--- config.mk ---
export PLATFORM = sky130hd
export DESIGN_NAME = cla_signed_div_seq
export DESIGN_NICKNAME = d
export VERILOG_FILES = /design/src/rtl/cla_div_pkg.sv /design/src/rtl/cla_signed_add_sub.sv /design/src/rtl/cla_signed_div_seq.sv
export SDC_FILE = /design/constraint.sdc
export NUM_CORES = 1
export LEC_CHECK = 0
export ABC_AREA = 0
export BUFFER_PORTS_ARGS = -buffer_cell sky130_fd_sc_hd__clkbuf_2
export CORE_MARGIN = 10
export CORE_UTILIZATION = 55
export DETAILED_ROUTE_END_ITERATION = 7
export GPL_TIMING_DRIVEN = 1
export PLACE_DENSITY = 0.76
export SKIP_CTS_REPAIR_TIMING = 1
export SLEW_MARGIN = 20
export SYNTH_ARGS = -nofsm -noshare
export SYNTH_HDL_FRONTEND = slang
export SYNTH_SLANG_ARGS = --single-unit
--- constraint.sdc ---
create_clock -name clk -period 5.6 [get_ports clk]
set_input_delay 0.28 -clock clk [delete_from_list [all_inputs] [get_ports clk]]
set_output_delay 0.28 -clock clk [all_outputs]
set_load 0.1 [all_outputs]
--- src/rtl/cla_div_pkg.sv ---
// Shared definitions for the sequential signed divider.
// - div_state_t : divider FSM encoding
// - DIV_ZERO_Q  : quotient forced out on divide by zero (all ones, sliced to width)
// - div_cnt_w() : width of the iteration down-counter for a given operand width
package cla_div_pkg;

    typedef enum logic [2:0] {IDLE, CALC, CORR, SIGN, DONE} div_state_t;

    localparam logic [31:0] DIV_ZERO_Q = '1;

    function automatic int div_cnt_w(input int w);
        return $clog2(w + 1);
    endfunction

endpackage

--- src/rtl/cla_signed_add_sub.sv ---
// Carry-lookahead adder/subtractor (parallel-prefix carry tree).
// Ports:
//   a, b      operands, DATA_IN_W bits
//   sub_nadd  1: sum = a - b, 0: sum = a + b
//   sum       result, DATA_IN_W bits (wraps)
//   carry_o   carry out of the msb
module cla_signed_add_sub #(
    parameter int DATA_IN_W = 16
) (
    input  logic [DATA_IN_W-1:0] a,
    input  logic [DATA_IN_W-1:0] b,
    input  logic                 sub_nadd,
    output logic [DATA_IN_W-1:0] sum,
    output logic                 carry_o
);
    localparam int LV = $clog2(DATA_IN_W);

    logic [DATA_IN_W-1:0] bx, g, p, gp, pp;
    logic [DATA_IN_W:0]   c;

    always_comb begin
        // Subtract as a + ~b + 1: invert b and feed sub_nadd in as carry-in.
        bx = b ^ {DATA_IN_W{sub_nadd}};
        g  = a & bx;
        p  = a ^ bx;
        gp = g;
        pp = p;
        // Kogge-Stone prefix: walking i downward keeps lower bits at the
        // previous level's values while this level is being formed.
        for (int k = 0; k < LV; k++) begin
            for (int i = DATA_IN_W - 1; i >= (1 << k); i--) begin
                gp[i] = gp[i] | (pp[i] & gp[i - (1 << k)]);
                pp[i] = pp[i] & pp[i - (1 << k)];
            end
        end
        c[0]           = sub_nadd;
        c[DATA_IN_W:1] = gp | (pp & {DATA_IN_W{sub_nadd}});
        sum            = p ^ c[DATA_IN_W-1:0];
        carry_o        = c[DATA_IN_W];
    end

endmodule

--- src/rtl/cla_signed_div_seq.sv ---
// Sequential signed divider, non-restoring, one quotient bit per cycle.
// All add/sub work of the iteration, the remainder correction and the
// remainder sign fix-up goes through one shared cla_signed_add_sub.
// Ports:
//   clk, rst                   clock, synchronous active-high reset
//   in_valid_i / in_ready_o    operand handshake (ready only while idle)
//   dividend_i, divisor_i      signed operands, DATA_IN_W bits
//   out_valid_o / out_ready_i  result handshake (result held until taken)
//   quotient_o                 signed quotient, truncated toward zero
//   remainder_o                signed remainder, sign of the dividend
//   div_by_zero_o, overflow_o  divisor was 0 / MIN divided by -1
module cla_signed_div_seq
    import cla_div_pkg::*;
#(
    parameter int DATA_IN_W = 16
) (
    input  logic                 clk,
    input  logic                 rst,
    input  logic                 in_valid_i,
    output logic                 in_ready_o,
    input  logic [DATA_IN_W-1:0] dividend_i,
    input  logic [DATA_IN_W-1:0] divisor_i,
    output logic                 out_valid_o,
    input  logic                 out_ready_i,
    output logic [DATA_IN_W-1:0] quotient_o,
    output logic [DATA_IN_W-1:0] remainder_o,
    output logic                 div_by_zero_o,
    output logic                 overflow_o
);
    localparam int W  = DATA_IN_W;
    localparam int CW = div_cnt_w(DATA_IN_W);

    div_state_t    state, state_nxt;
    logic [CW-1:0] cnt;
    logic [W:0]    p;          // partial remainder, signed, one bit wider than operands
    logic [W-1:0]  q, d;       // quotient shift register / divisor magnitude
    logic          neg_q, neg_r, dz, ovf;

    logic [W:0]    as_a, as_b, as_sum;
    logic          as_sub, co_unused;
    logic [W-1:0]  dvd_mag, dvs_mag, q_neg;

    // |MIN| = 2^(W-1) still fits as an unsigned W-bit magnitude.
    assign dvd_mag = dividend_i[W-1] ? (~dividend_i + 1'b1) : dividend_i;
    assign dvs_mag = divisor_i[W-1]  ? (~divisor_i + 1'b1)  : divisor_i;
    // The shared adder is busy negating the remainder in SIGN, so the
    // quotient gets its own negate.
    assign q_neg   = '0 - q;

    cla_signed_add_sub #(.DATA_IN_W(W + 1)) u_add_sub (
        .a        (as_a),
        .b        (as_b),
        .sub_nadd (as_sub),
        .sum      (as_sum),
        .carry_o  (co_unused)
    );

    // Adder operand mux: iterate in CALC, correct in CORR, 0 - P in SIGN.
    always_comb begin
        as_a   = '0;
        as_b   = {1'b0, d};
        as_sub = 1'b0;
        case (state)
            CALC: begin
                as_a   = {p[W-1:0], q[W-1]};   // {P,Q} << 1
                as_sub = ~p[W];
            end
            CORR: as_a = p;
            SIGN: begin
                as_b   = p;
                as_sub = 1'b1;
            end
            default: ;
        endcase
    end

    always_comb begin
        state_nxt   = state;
        in_ready_o  = 1'b0;
        out_valid_o = 1'b0;
        case (state)
            IDLE: begin
                in_ready_o = 1'b1;
                if (in_valid_i) state_nxt = CALC;
            end
            CALC: if (cnt == CW'(1)) state_nxt = CORR;
            CORR: state_nxt = SIGN;
            SIGN: state_nxt = DONE;
            DONE: begin
                out_valid_o = 1'b1;
                if (out_ready_i) state_nxt = IDLE;
            end
            default: state_nxt = IDLE;
        endcase
    end

    always_ff @(posedge clk) begin
        if (rst) begin
            state         <= IDLE;
            cnt           <= '0;
            p             <= '0;
            q             <= '0;
            d             <= '0;
            neg_q         <= 1'b0;
            neg_r         <= 1'b0;
            dz            <= 1'b0;
            ovf           <= 1'b0;
            quotient_o    <= '0;
            remainder_o   <= '0;
            div_by_zero_o <= 1'b0;
            overflow_o    <= 1'b0;
        end else begin
            state <= state_nxt;
            case (state)
                IDLE: if (in_valid_i) begin
                    p     <= '0;
                    q     <= dvd_mag;
                    d     <= dvs_mag;
                    cnt   <= CW'(W);
                    neg_r <= dividend_i[W-1];
                    neg_q <= dividend_i[W-1] ^ divisor_i[W-1];
                    dz    <= (divisor_i == '0);
                    ovf   <= (dividend_i == {1'b1, {(W-1){1'b0}}}) && (divisor_i == '1);
                end
                CALC: begin
                    p   <= as_sum;
                    q   <= {q[W-2:0], ~as_sum[W]};
                    cnt <= cnt - 1'b1;
                end
                CORR: if (p[W]) p <= as_sum;
                SIGN: begin
                    // With D = 0 the iteration leaves Q all ones and P = |dividend|,
                    // so only the quotient needs overriding; the remainder comes out
                    // as the dividend. MIN / -1 wraps naturally to MIN.
                    quotient_o    <= dz ? DIV_ZERO_Q[W-1:0] : (neg_q ? q_neg : q);
                    remainder_o   <= neg_r ? as_sum[W-1:0] : p[W-1:0];
                    div_by_zero_o <= dz;
                    overflow_o    <= ovf;
                end
                DONE: if (out_ready_i) begin
                    div_by_zero_o <= 1'b0;
                    overflow_o    <= 1'b0;
                end
                default: ;
            endcase
        end
    end

endmodule

After elaboration in Yosys (flattened, before gate mapping)
Cells that the tools add are included.
- add/subtract/negate cells: 4
- $mul: 0
- divide/modulo/power cells: 0
- order comparisons: 0
- equal/unequal tests: 11
- shift-type cells: 0
- muxes and demuxes: 24
- bitwise logic cells: 158
- reductions and logical operators: 12
- operators with widths (cell ; count):
    $and A1 B1 Y1 ; 98
    $mux W16 ; 6
    $mux W17 ; 3
    $pmux W17 S3 ; 1
    $xor A17 B17 Y17 ; 3
    $or A1 B1 Y1 ; 49
    $pmux W17 S2 ; 1
    $add A16 B1 Y16 const B ; 2
    $and A16 B16 Y16 ; 2
    $eq A16 B16 Y1 const B ; 2
    $not A16 Y16 ; 2
    $pmux W16 S2 ; 1
    $logic_not A16 Y1 ; 1
    $or A16 B16 Y16 ; 1
    $sub A1 B16 Y16 const A ; 1
    $pmux W3 S5 ; 1
    $pmux W5 S2 ; 1
    $mux W3 ; 3
    $ne A2 B2 Y1 const B ; 4
    $reduce_and A2 Y1 ; 4
    $eq A3 B2 Y1 const B ; 2
    $pmux W1 S2 ; 3
    $reduce_and A3 Y1 ; 2
    $eq A5 B1 Y1 const B ; 1
    other kinds (11) ; 15
- bits in registers: 95
- bits in latches: 0
- memory bits (writable): 0
- ROM bits: 0
- bits of input ports: 36
- word-level logic and storage cells: 223
- memories: 0

Logic depth before layout (Yosys ltp)
- word-level depth: 16
- depth in mapped cells: 14
- gate-level depth less buffers: 12

Cells and area by module
Synthesis repeated with hierarchy kept, for this count alone.
- cells, all modules: 764
- area, all modules: 6123.4 um^2
- modules (own cells, without submodules) (module ; times used ; cells each ; area each (um^2)):
    cla_signed_div_seq ; 1 ; 622 ; 5071.1
    cla_signed_add_sub ; 1 ; 142 ; 1052.3

Worst setup path before layout
OpenSTA, ideal clock, no wires.
- kind: register -> register
- start point: register state[2]
- end point: register state[2]
- setup time: 0.115 ns
- arrival: 3.510 ns
- slack: 1.975 ns
- stages on the path, launching flop included: 5
- clock period less this slack: 3.625 ns
- cells stage by stage: dfxtp_1 clkbuf_1 nor3b_1 a21oi_1 a2111oi_0
- word-level cells in the longest chain between the ends: 3
- ends and longest elaborated chain (element ; RTL line ; source):
    from (decl) ; cla_signed_div_seq.sv:33 ; div_state_t state, state_nxt;
    from (signal assigned) ; cla_signed_div_seq.sv:113 ; state <= state_nxt;
    $eq A3 B1 Y1, or another cell as far along ; cla_signed_div_seq.sv:81 ; case (state)
    $ne A2 B2 Y1 (no source line) ; n/a ;
    $reduce_and A3 Y1 (no source line) ; n/a ;
Several ways; a longest one is shown, not always the timed one.
A chain may end at the register's enable or synchronous reset.

Worst setup path in the final report
- start point: register state[0]
- end point: register p[10]
- word-level cells in the longest chain between the ends: 15
- ends and longest elaborated chain (element ; RTL line ; source):
    $eq A3 B2 Y1 / $eq A3 B1 Y1 (equally long branches) ; cla_signed_div_seq.sv:63, cla_signed_div_seq.sv:114 ;
    $pmux W1 S2 / $mux W17 (equally long branches) ; cla_signed_div_seq.sv:63 ; case (state)
    $xor A17 B17 Y17 ; cla_signed_add_sub.sv:23 ; bx = b ^ {DATA_IN_W{sub_nadd}};
    $xor A17 B17 Y17 / $and A16 B16 Y16 (equally long branches) ; cla_signed_add_sub.sv:25, cla_signed_add_sub.sv:24 ;
    $and A1 B1 Y1 ; cla_signed_add_sub.sv:32 ; gp[i] = gp[i] | (pp[i] & gp[i - (1 << k)]);
    $or A1 B1 Y1 ; cla_signed_add_sub.sv:32 ;
    $and A1 B1 Y1 ; cla_signed_add_sub.sv:32 ;
    $or A1 B1 Y1 ; cla_signed_add_sub.sv:32 ;
    $and A1 B1 Y1 ; cla_signed_add_sub.sv:32 ;
    $or A1 B1 Y1 (2 in a row) ; cla_signed_add_sub.sv:32 ;
    $or A16 B16 Y16 ; cla_signed_add_sub.sv:37 ; c[DATA_IN_W:1] = gp | (pp & {DATA_IN_W{sub_nadd}});
    $xor A17 B17 Y17 ; cla_signed_add_sub.sv:38 ; sum = p ^ c[DATA_IN_W-1:0];
    $mux W17 ; cla_signed_div_seq.sv:130 ; CORR: if (p[W]) p <= as_sum;
    $pmux W17 S3 ; cla_signed_div_seq.sv:114 ; case (state)
    to (signal assigned) ; cla_signed_div_seq.sv:126 ; p <= as_sum;
    to (signal assigned) ; cla_signed_div_seq.sv:130 ;
    to (decl) ; cla_signed_div_seq.sv:35 ; logic [W:0] p;
Several ways; a longest one is shown, not always the timed one. The select of a mux whose other input is x is not followed.

==> results_dict.tcl <==
set metrics [dict create \
    outcome "completed" \
    setup_violations 0 \
    critPathRequiredTime_ps 5850 \
    die-area_sq_um 16200 \
    grt-ovfl-total 0 \
    yosys.area_share.xor_xnor_pct 9.25 \
    slew_headroom_pct 40.6 \
    ys_warn_count 0 \
    use_met1_pct 29.5 \
    synthMuxAreaShare_pct 1.26 \
    syn_to_final_growth_pct 9.84 \
    synthSimpleGateAreaFrac_pct 20.3 \
    die_w_um 127 \
    cp-start-kind "flip-flop" \
    async_reset_ff_share_pct 0 \
    ys_seq_area_share_pct 30.0 \
    fillers 1012 \
    power_density_nw_per_um2 310 \
    crit_chain "nand2b_1 > nor2_1 > xor2_1 > nand2_1 > o21ai_0 > ha_1 > and3_1 > nor2_1 > a21boi_1 > o211a_1 > or3_1 > a32o_1" \
    place_ws_ps 1780 \
    drive_gt1_share_pct 13.7 \
    synth_cell_types 67 \
    die_h_um 127 \
    cts_tree "done" \
    postPlaceCellArea_sq_um 6690 \
    internal_power_uw 1320 \
    synth_edf_count 0 \
    multi_input_area_sq_um 4140 \
    dp_hpwl_mm 13.4 \
    crit_fanout 16 \
    final_area_sq_um 6970 \
    fmax_mhz 255 \
    final_common_cell "dfxtp_1" \
    cts_max_level 3 \
    synthesis.nets 864 \
    busiest_layer "met2" \
    fin_crit_sh_pct 70.2 \
    grt_first_pass_wirelength_mm 29.5 \
    cpMostUsedCell "nor2_1" \
    clock_skew_ps 10.1 \
    clock_latency_ps 360 \
    crit_type "flip-flop to flip-flop" \
    drt_pass1_iterations 5 \
    antenna_cells 0 \
    core_sq_um 11400 \
    synth_top_family_by_area "compound AO/OA/AOI/OAI gates" \
    numCtsBuffers 9 \
    drt_iter0_drc 747 \
    worst_setup_path_end_kind "flip-flop" \
    power_frac_clock_pct 26.8 \
    drc_errors 0 \
    synth_ff_type "dfxtp_1" \
    row_count 39 \
    tightest_slew_ps 890 \
    gp_congestion 0.963 \
    synth_seq_cells 95 \
    cts_root_buf "clkbuf_16" \
    grt_pass1_vias 5861 \
    pwr-share-seq_pct 38.7 \
    synth_area_per_cell_sq_um 7.87 \
    path_clk_slew_ps 70 \
    p_comb_share_pct 34.5 \
    final.setup.worst_slack_ps 1670 \
    gr-usage-met2_pct 33.1 \
    num_vias 6278 \
    synth-adder-area-share_pct 4.34 \
    p_switching_uw 840 \
    wire_per_inst_um 18.7 \
    final_cell_mix "95 x dfxtp_1, 75 x nand2_1, 71 x clkbuf_2" \
    hold_viol_final 0 \
    vias_per_cell 6.41 \
    rsz0062_at_grt "no" \
    swShare_pct 38.9 \
    io_buffer_count 71 \
    seqCellArea_sq_um 1900 \
    wirelength_mm 18.3 \
    grt_antenna_before_repair 0 \
    p_leak_uw 0.00281 \
    grt_usage_pct 21.9 \
    slew_violations 0 \
    critPathArrivalTime_ps 4180 \
    syn_inst 806 \
    tns_ps 0 \
    ir_worst_vdd_mv 0.203 \
    cts_buffer_depth 2 \
    synth_compound_area_share_pct 30.0 \
    io_pins 72 \
    min_path_type "input port to flip-flop" \
    final_nets 891 \
    grt_max_degree 59 \
    slowest_stage "dfxtp_1" \
    slowest_delay_ps 630 \
    netlist_area_sq_um 6340 \
    cts_sinks 95 \
    drv_cap 0 \
    power.total_uw 2160 \
    initial_utilization_pct 55.8 \
    met3_usage_pct 4.51 \
    min_period_ps 3930 \
    ant_nets 0 \
]
-- routing by layer --
metal  routed length (um)  vias up
met5                    0        -
met4                  495        0
met3                 1420       35
met2                 8160      240
met1                 8220     2968
li1                     -     3035
-- power groups by stage --
stage               Sequential [uW]  Combinational, uW  Clock [uW]
CTS                             832                738         591
global route                    844                819         612
detailed placement              847                733           0
finish                          836                745         580
floorplan                       853                542           0
global placement                843                719           0
-- cell type report --
| type | count | area share, % |
|---|---|---|
| Clock buffer | 11 | 3.48 |
| Clock inverter | 4 | 0.449 |
| Inverter | 20 | 1.08 |
| Multi-Input combinational cell | 630 | 59.4 |
| Sequential cell | 95 | 27.3 |
| Tap cell | 143 | 2.57 |
| Timing Repair Buffer | 77 | 5.75 |
-- sequential cells by signal (all words and copies together), names as in the netlist --
name	cells
state	3
neg_r	1
overflow_o	1
p	17
d	16
cnt	5
quotient_o	16
neg_q	1
div_by_zero_o	1
ovf	1
q	16
remainder_o	16
dz	1
-- kinds of logic after synthesis --
kind of cell,after synthesis
buffers and inverters,81
adder cells (fa/ha/maj),22
AND/OR/NAND/NOR,257
flip-flops,95
XOR/XNOR,67
multiplexers,8
AO/OA/AOI/OAI,276
-- worst max-delay path: cells and delay by family, from the launching register on --
kind	cells	cell delay, ps
compound gates	4	850
simple gates	6	1830
fa+ha+maj	1	360
flops	1	630
xor+xnor	1	140
-- worst paths after layout --
check               startpoint    end  slack, ps  cells after the start
hold / removal    divisor_i[0]   d[0]        260                      3
setup / recovery      state[0]  p[10]       1670                     12
setup reg to reg      state[0]  p[10]       1670                     12
hold reg to reg            ovf    ovf        470                      2
-- cells in the mapped netlist, types with 3 or more instances --
master	n	area share [%]
or4_1	4	0.47
a211oi_1	15	1.8
o211ai_1	6	0.71
clkbuf_1	56	3.3
and3_1	5	0.49
o21ai_0	47	3.7
o221ai_1	14	1.9
a22oi_1	9	1.1
and2_1	5	0.49
dfxtp_1	95	30
a31oi_1	13	1.3
and4_1	7	0.97
nand3_1	14	1.1
nor2b_1	4	0.39
a21oi_1	64	5.0
xor2_1	35	4.8
a32o_1	5	0.79
nor2_1	64	3.8
nand4_1	9	0.89
mux2i_1	8	1.3
o31ai_1	12	1.4
o21a_1	7	0.83
a22o_1	22	3.0
or4_4	3	0.53
buf_1	3	0.18
nand2_1	75	4.4
o31ai_2	4	0.79
xnor2_1	32	4.4
a21o_1	7	0.83
o21ai_1	17	1.3
nor4_1	5	0.49
a2111oi_0	3	0.41
nor3_1	25	2.0
o41ai_1	4	0.55
or3_1	10	0.99
nor3b_1	3	0.36
nand2b_1	10	0.99
or3_4	3	0.53
inv_1	18	1.1
ha_1	22	4.3
o22a_1	4	0.55
-- through the flow --
stage,utilization (%),hold WS [ps],cells
finish,61.3,255,980
global placement,58.9,446,965
floorplan,-,416,806
global route,61.3,295,980
detailed placement,58.9,457,965
CTS,61.3,246,980
No activity file was read; power rests on OpenSTA's default activity.
